File: config.mk
export PLATFORM = sky130hd
export DESIGN_NAME = ram_stream_reader
export DESIGN_NICKNAME = d
export VERILOG_FILES = /design/src/rtl/ram_stream_reader.sv
export SDC_FILE = /design/constraint.sdc
export NUM_CORES = 1
export LEC_CHECK = 0
export BUFFER_PORTS_ARGS = -buffer_cell sky130_fd_sc_hd__buf_2
export CAP_MARGIN = 5
export CORE_MARGIN = 2
export CORE_UTILIZATION = 45
export DETAILED_ROUTE_END_ITERATION = 10
export GPL_ROUTABILITY_DRIVEN = 0
export PLACE_DENSITY = 0.82
export REMOVE_ABC_BUFFERS = 1
export SYNTH_ARGS = -nofsm -noshare
export SYNTH_HDL_FRONTEND = slang
export SYNTH_SLANG_ARGS = --single-unit
File: constraint.sdc
create_clock -name clk -period 4.38 [get_ports clk]
set_clock_uncertainty 0.05 [all_clocks]
set_input_delay 0.876 -clock clk [delete_from_list [all_inputs] [get_ports clk]]
set_output_delay 0.876 -clock clk [all_outputs]
set_load 0.02 [all_outputs]
File: src/rtl/ram_stream_reader.sv
// ram_stream_reader: sequential read master for a single-port word RAM.
// A start command loads a base address and a word count. The block then walks
// consecutive addresses, wrapping modulo 2^ADDRESS_WIDTH, and streams each word
// out on a valid/ready interface. Without back-pressure it sends one word per cycle.
// Optional clear-on-read: define RAM_STREAM_READER_CLEAR_EN to zero every word
// at the same edge that fetches it.
module ram_stream_reader #(
    parameter int BUS_WIDTH     = 8,
    parameter int ADDRESS_WIDTH = 8
) (
    input  logic                     clk,
    input  logic                     rst_n,
    input  logic                     start,
    input  logic [ADDRESS_WIDTH-1:0] base,
    input  logic [ADDRESS_WIDTH:0]   len,
    output logic                     busy,
    output logic                     done,
    output logic [ADDRESS_WIDTH-1:0] mem_ad,
    output logic                     mem_st,
    output logic [BUS_WIDTH-1:0]     mem_x,
    input  logic [BUS_WIDTH-1:0]     mem_o,
    output logic                     out_valid,
    input  logic                     out_ready,
    output logic [BUS_WIDTH-1:0]     out_data,
    output logic                     out_last
);

    localparam logic [ADDRESS_WIDTH-1:0] ADDR_ONE = 1;
    localparam logic [ADDRESS_WIDTH:0]   REM_ZERO = '0;
    localparam logic [ADDRESS_WIDTH:0]   REM_ONE  = 1;

    typedef enum logic [1:0] {
        IDLE,
        RUN,
        DRAIN,
        DONE
    } state_t;

    state_t                   state_q, state_d;
    logic [ADDRESS_WIDTH-1:0] addr_q, addr_d;
    logic [ADDRESS_WIDTH:0]   remaining_q, remaining_d;
    logic [BUS_WIDTH-1:0]     data_q, data_d;
    logic                     valid_q, valid_d;
    logic                     last_q, last_d;
    logic                     fetch;

    // A new word may be loaded when the output register is empty or being consumed.
    assign fetch = !valid_q || out_ready;

    // State register.
    always_ff @(posedge clk) begin
        if (!rst_n) begin
            state_q <= IDLE;
        end else begin
            state_q <= state_d;
        end
    end

    // Next-state logic. start only matters in IDLE; len==0 goes straight to DONE.
    always_comb begin
        state_d = state_q;
        case (state_q)
            IDLE: begin
                if (start) begin
                    state_d = (len != REM_ZERO) ? RUN : DONE;
                end
            end
            RUN: begin
                if (fetch && (remaining_q == REM_ONE)) begin
                    state_d = DRAIN;
                end
            end
            DRAIN: begin
                if (out_ready) begin
                    state_d = DONE;
                end
            end
            DONE: begin
                state_d = IDLE;
            end
            default: begin
                state_d = IDLE;
            end
        endcase
    end

    // Outputs decoded from state. With clear-on-read, the RAM is written on every RUN fetch.
    always_comb begin
        busy  = (state_q == RUN) || (state_q == DRAIN);
        done  = (state_q == DONE);
        mem_x = '0;
`ifdef RAM_STREAM_READER_CLEAR_EN
        mem_st = rst_n && (state_q == RUN) && fetch;
`else
        mem_st = 1'b0;
`endif
    end

    // Datapath next values: address walk, word count and the output holding register.
    always_comb begin
        addr_d      = addr_q;
        remaining_d = remaining_q;
        data_d      = data_q;
        valid_d     = valid_q;
        last_d      = last_q;
        case (state_q)
            IDLE: begin
                if (start && (len != REM_ZERO)) begin
                    addr_d      = base;
                    remaining_d = len;
                end
            end
            RUN: begin
                if (fetch) begin
                    data_d      = mem_o;
                    valid_d     = 1'b1;
                    last_d      = (remaining_q == REM_ONE);
                    addr_d      = addr_q + ADDR_ONE;
                    remaining_d = remaining_q - REM_ONE;
                end
            end
            DRAIN: begin
                if (out_ready) begin
                    valid_d = 1'b0;
                    last_d  = 1'b0;
                end
            end
            default: begin
            end
        endcase
    end

    // Datapath registers. Reset clears everything, which also aborts a running block.
    always_ff @(posedge clk) begin
        if (!rst_n) begin
            addr_q      <= '0;
            remaining_q <= '0;
            data_q      <= '0;
            valid_q     <= 1'b0;
            last_q      <= 1'b0;
        end else begin
            addr_q      <= addr_d;
            remaining_q <= remaining_d;
            data_q      <= data_d;
            valid_q     <= valid_d;
            last_q      <= last_d;
        end
    end

    assign mem_ad    = addr_q;
    assign out_valid = valid_q;
    assign out_data  = data_q;
    assign out_last  = last_q;

endmodule
== Yosys cells after proc, flatten, opt, wreduce, memory -nomap -nowiden ==
Cells that the tools add are included.

* Equal/unequal tests: 9
* Mux-type cells: 16
* Reduce and logical (&&, ||, !) cells: 13
* Add/sub/neg operators: 2

{| class="wikitable"
|+ Operators with widths
! operator !! number
|-
| 9-bit two-way mux || 2
|-
| 9-bit one-hot mux with 2 select lines || 1
|-
| 8-bit two-way mux || 2
|-
| 8-bit one-hot mux with 2 select lines || 1
|-
| 2-bit inequality test (second input constant) || 5
|-
| 9-bit by 1-bit equality test with 1-bit output (second input constant) || 1
|-
| 3-bit AND reduction || 3
|-
| 9-bit nonzero test || 1
|-
| 9-bit by 1-bit subtractor with 9-bit output (second input constant) || 1
|-
| 8-bit by 1-bit adder with 8-bit output (second input constant) || 1
|-
| 2-bit two-way mux || 4
|-
| 2-bit one-hot mux with 4 select lines || 1
|-
| 2-bit equality test (second input constant) || 2
|-
| 1-bit one-hot mux with 2 select lines || 2
|-
| 2-bit nonzero test || 2
|-
| 1-bit two-way mux || 3
|-
| 2-bit by 1-bit equality test with 1-bit output (second input constant) || 1
|-
| 1-bit logical AND || 2
|-
| 2-bit logical NOT || 1
|-
| 1-bit logical OR || 2
|-
| 2-bit AND reduction || 1
|-
| 1-bit logical NOT || 1
|}

* Register bits after elaboration: 29
* Output and inout port bits: 29
* Word-level logic and storage cells: 46

== Longest topological paths before layout ==
* Word-level depth: 5
* Depth in mapped cells: 10

== Worst setup path before layout ==
OpenSTA, ideal clock, no wires.

* Kind: input to register
* From: input len[2]
* To: register remaining_q[3]
* Setup slack: 2.176 ns
* Required time: 4.213 ns
* Stages on the path: 6
* Arrival time: 2.037 ns
* Path through: nor3_1 -> nand4_4 -> and2_4 -> buf_6 -> buf_6 -> a32o_1

* Cells in the longest elaborated chain, start to end: 4

{| class="wikitable"
|+ Ends and longest elaborated chain
! what !! RTL line !! text
|-
| start: declaration || 15 || <nowiki>input logic [ADDRESS_WIDTH:0] len,</nowiki>
|-
| 9-bit nonzero test || 108 || <nowiki>if (start && (len != REM_ZERO)) begin</nowiki>
|-
| 1-bit logical AND || 108 ||
|-
| 2-bit inequality test (no source line) || n/a ||
|-
| 3-bit AND reduction (no source line) || n/a ||
|-
| end signal: assignment || 143 || <nowiki>remaining_q <= remaining_d;</nowiki>
|-
| end: declaration || 41 || <nowiki>logic [ADDRESS_WIDTH:0] remaining_q, remaining_d;</nowiki>
|}

No other way between the ends.
A chain may end at the register's enable or synchronous reset.

== Worst setup path in the final report ==
* From: register state_q[1]
* To: register addr_q[0], in the netlist mem_ad[0]

* Cells in the longest elaborated chain, start to end: 3

{| class="wikitable"
|+ Ends and longest elaborated chain
! what !! RTL line !! text
|-
| start: declaration || 39 || <nowiki>state_t state_q, state_d;</nowiki>
|-
| start signal: assignment || 55 || <nowiki>state_q <= state_d;</nowiki>
|-
| 2-bit by 1-bit equality test with 1-bit output / 2-bit logical NOT (equally long branches) || 106 || <nowiki>case (state_q)</nowiki>
|-
| 2-bit inequality test (no source line) / 2-bit nonzero test (equally long branches) || n/a ||
|-
| 3-bit AND reduction (no source line) || n/a ||
|-
| end signal: assignment || 142 || <nowiki>addr_q <= addr_d;</nowiki>
|-
| end: declaration || 40 || <nowiki>logic [ADDRESS_WIDTH-1:0] addr_q, addr_d;</nowiki>
|}

Several ways; a longest one is shown, not always the timed one.

==> run_results.csv <==
group,metric,value,unit
outcome,outcome,"finished, final reports clean",
critical_path,cp_cell_sequence,"inv_1, ha_1, nand2_1, o221a_2, and2_4, a311oi_1",
floorplanning,die_area,0.00457,sq mm
timing,setup_slack,1.92,ns
timing,slew_headroom,35.1,%
clock_network,clkLatencyLatePin,0.28,ns
drt,first_pass_iters,4,
timing,rsz0062_at_grt,"false",
timing,worst_pin_slew,0.974,ns
floorplanning,initial_utilization,46.2,%
drt,routed_via_density,5.80,
floorplanning,rows,23,
clock_network,cts_resized,0,
critical_path,cp_slowest_cell,"ha_1",
flow_run,maxCapViolations,0,
global_routing,grt_max_degree,27,
pwr,powerDensity,733,mW/mm^2
synthesis,ys_seq_area_share,31.9,%
layout,fin_util,53.0,%
critical_path,crit_fanout,26,
pwr,leakage,0.000938,uW
synthesis,yosysTopAreaCell,"dfxtp_1",
critical_path,slowest_delay,0.81,ns
synthesis,yosysUniqueCellTypes,47,
synthesis,ys_top_cells_by_area,"dfxtp_1 32%, nand2_1 6.0%, ha_1 5.5%, mux2i_1 5.5%, a31o_1 5.3%",
placed_design,hpwlAfterDp,3030,um
timing,fin_setup_tns,0,ns
timing,finalMaxSlewViolations,0,
critical_path,arrival,2.61,ns
pwr,ir_drop,0.000395,V
clock_network,cts_tree,"done",
pwr,p_switching,733,uW
synthesis,syn_avg_cell_area,8.43,sq um
pwr,p_comb_share,55.7,%
synthesis,synthesis.area,0.00182,sq mm
layout,postLayoutCellArea,0.00209,sq mm
critical_path,path_buf_inv,1,
layout,area_delta_synth_final,14.6,%
drt,wl,4290,um
pwr,seqPwrFrac,30.6,%
drt,wire_per_inst,14.0,um
placed_design,port_buffers,48,
critical_path,worst-setup-path-type,"flop to flop",
global_routing,antenna_found_initial,0,
clock_network,cts_max_level,2,
critical_path,cp_top_family,"adder cells",
placed_design,place_area,0.00201,sq mm
pwr,p_sw_share,47.9,%
critical_path,end_kind,"flop",
layout,final_net_count,291,
drt,route.vias.total,1769,
floorplanning,die_y,67.6,um
clock_network,cts_setup_buffers,0,
global_routing,grt_overflow,0,
clock_network,cts-root-buf,"clkbuf_8",
timing,hold_viol,0,
floorplanning,core,0.00394,sq mm
timing,period_minus_slack,2.46,ns
drt,drt_iter0_markers,132,
clock_network,cts_buffers,5,
synthesis,synthFlopType,"dfxtp_1",
clock_network,clkSlewWorstSetupHoldPaths,0.06,ns
global_routing,grt.total_usage,19.2,%
floorplanning,boundaryPins,58,
synthesis,synth_seq_cells,29,
synthesis,synth_edf_count,0,
drt,post-route-drc-count,0,
clock_network,hold_buffers,0,
placed_design,pre_cts_slack,1.93,ns
timing,setup_viol,0,
hold_path,hold_class,"flop to flop",
drt,ant_nets,0,
clock_network,clkSinkCount,29,
floorplanning,die_w,67.6,um
synthesis,synthArstFlopShare,0,%
pwr,clockPowerShare,13.7,%
synthesis,synth.top_cell.area_share,31.9,%
timing,finalCritPeriodShare,56.3,%
pwr,intPower,797,uW
critical_path,worstPathRequired,4.52,ns
global_routing,grt_pass1_wl,6760,um
layout,diodes,0,
critical_path,crit_path_start_kind,"flop",
synthesis,syn-instance-count,216,
global_routing,grt_pass1_vias,1571,
synthesis,yosysWarningCount,0,
timing,fmax,406,MHz
clock_network,cts_max_path_buffers,2,
layout,drive_gt1_share,26.3,%
## power groups by stage
stage / Sequential, uW / Combinational, uW / Clock (uW)
after floorplan: 508 / 586 / 0
after global placement: 467 / 827 / 0
after detailed placement: 470 / 850 / 0
after CTS: 465 / 853 / 215
after global routing: 479 / 943 / 227
final: 468 / 853 / 210
## cell usage after synthesis, types with 2 or more instances
cell       instances
buf_4             10
ha_1               8
dfxtp_1           29
o31ai_1            5
nand2_1           29
mux2i_1           10
nand3_1            4
a31oi_1           12
nor2_1            16
inv_1              5
inv_2              3
clkbuf_1          10
nand2b_1           3
nor3_1             2
or4_1              2
a211oi_2           2
a311oi_1           3
nor4_1             3
buf_2              2
a32o_1             2
a21oi_1            9
o41ai_1            5
a21o_1             2
o21ai_0            5
a31o_1            11
buf_6              2
o2bb2ai_1          2
## logic make-up after synthesis
family / after synthesis / synth area share [%]
other: 1 / 0.206
AOI/OAI and AO/OA: 67 / 27.8
adders and majority gates: 8 / 5.49
DFF: 29 / 31.9
buffers and inverters: 33 / 9.82
muxes: 11 / 6.11
and+or+nand+nor: 67 / 18.7
## worst register-to-register path: cells and delay by family, from the launching register on
kind / cells / cell delay [ns]
adders and majority gates: 1 / 0.81
AOI/OAI and AO/OA: 2 / 0.66
and+or+nand+nor: 2 / 0.43
DFF: 1 / 0.33
buffers and inverters: 1 / 0.10
## sequential cells by signal, summed over array words and instances, names as in the netlist
signal	cells
mem_ad	8
out_data	8
out_last	1
out_valid	1
remaining_q	9
state_q	2
## final timing paths
| check | start | endpoint | slack (ns) | cells past startpoint |
|---|---|---|---|---|
| worst min register to register | out_last | out_last | 0.42 | 2 |
| worst max register to register | state_q[1] | mem_ad[0] | 1.92 | 6 |
| worst max-delay path | state_q[1] | mem_ad[0] | 1.92 | 6 |
| worst min-delay path | out_last | out_last | 0.42 | 2 |
## placed cells by master (no fill, tap or decap), drive strengths merged, types with 5 or more instances in the layout
master	n
a21oi	9
a31o	11
a31oi	12
buf	48
clkbuf	6
conb	9
dfxtp	29
ha	8
inv	8
mux2i	10
nand2	29
nor2	16
o21ai	7
o31ai	5
o41ai	5
## routing by layer
layer | routed length, um | GRT usage, % | up-vias
li1 | - | - | 855
met1 | 1800 | 22.1 | 836
met2 | 2130 | 33.8 | 68
met3 | 304 | 3.83 | 10
met4 | 51 | 8.93 | 0
met5 | 0 | 0 | -
## area by class of cell
| type | count | area, sq um |
|---|---|---|
| Tap cell | 50 | 62.6 |
| Clock inverter | 2 | 10.0 |
| Inverter | 8 | 30.0 |
| Sequential cell | 29 | 581 |
| Fill cell | 390 | 1850 |
| Clock buffer | 6 | 72.6 |
| Multi-Input combinational cell | 162 | 1090 |
| Timing Repair Buffer | 48 | 240 |
## metrics by stage
| step | total power [uW] | instances | hold slack, ns |
|---|---|---|---|
| global route | 1650 | 305 | 0.450 |
| detailed placement | 1320 | 297 | 0.418 |
| global placement | 1290 | 297 | 0.391 |
| CTS | 1530 | 305 | 0.428 |
| floorplan | 1090 | 199 | 0.472 |
| finish | 1530 | 305 | 0.421 |
Power figures use the tool's default switching activity.
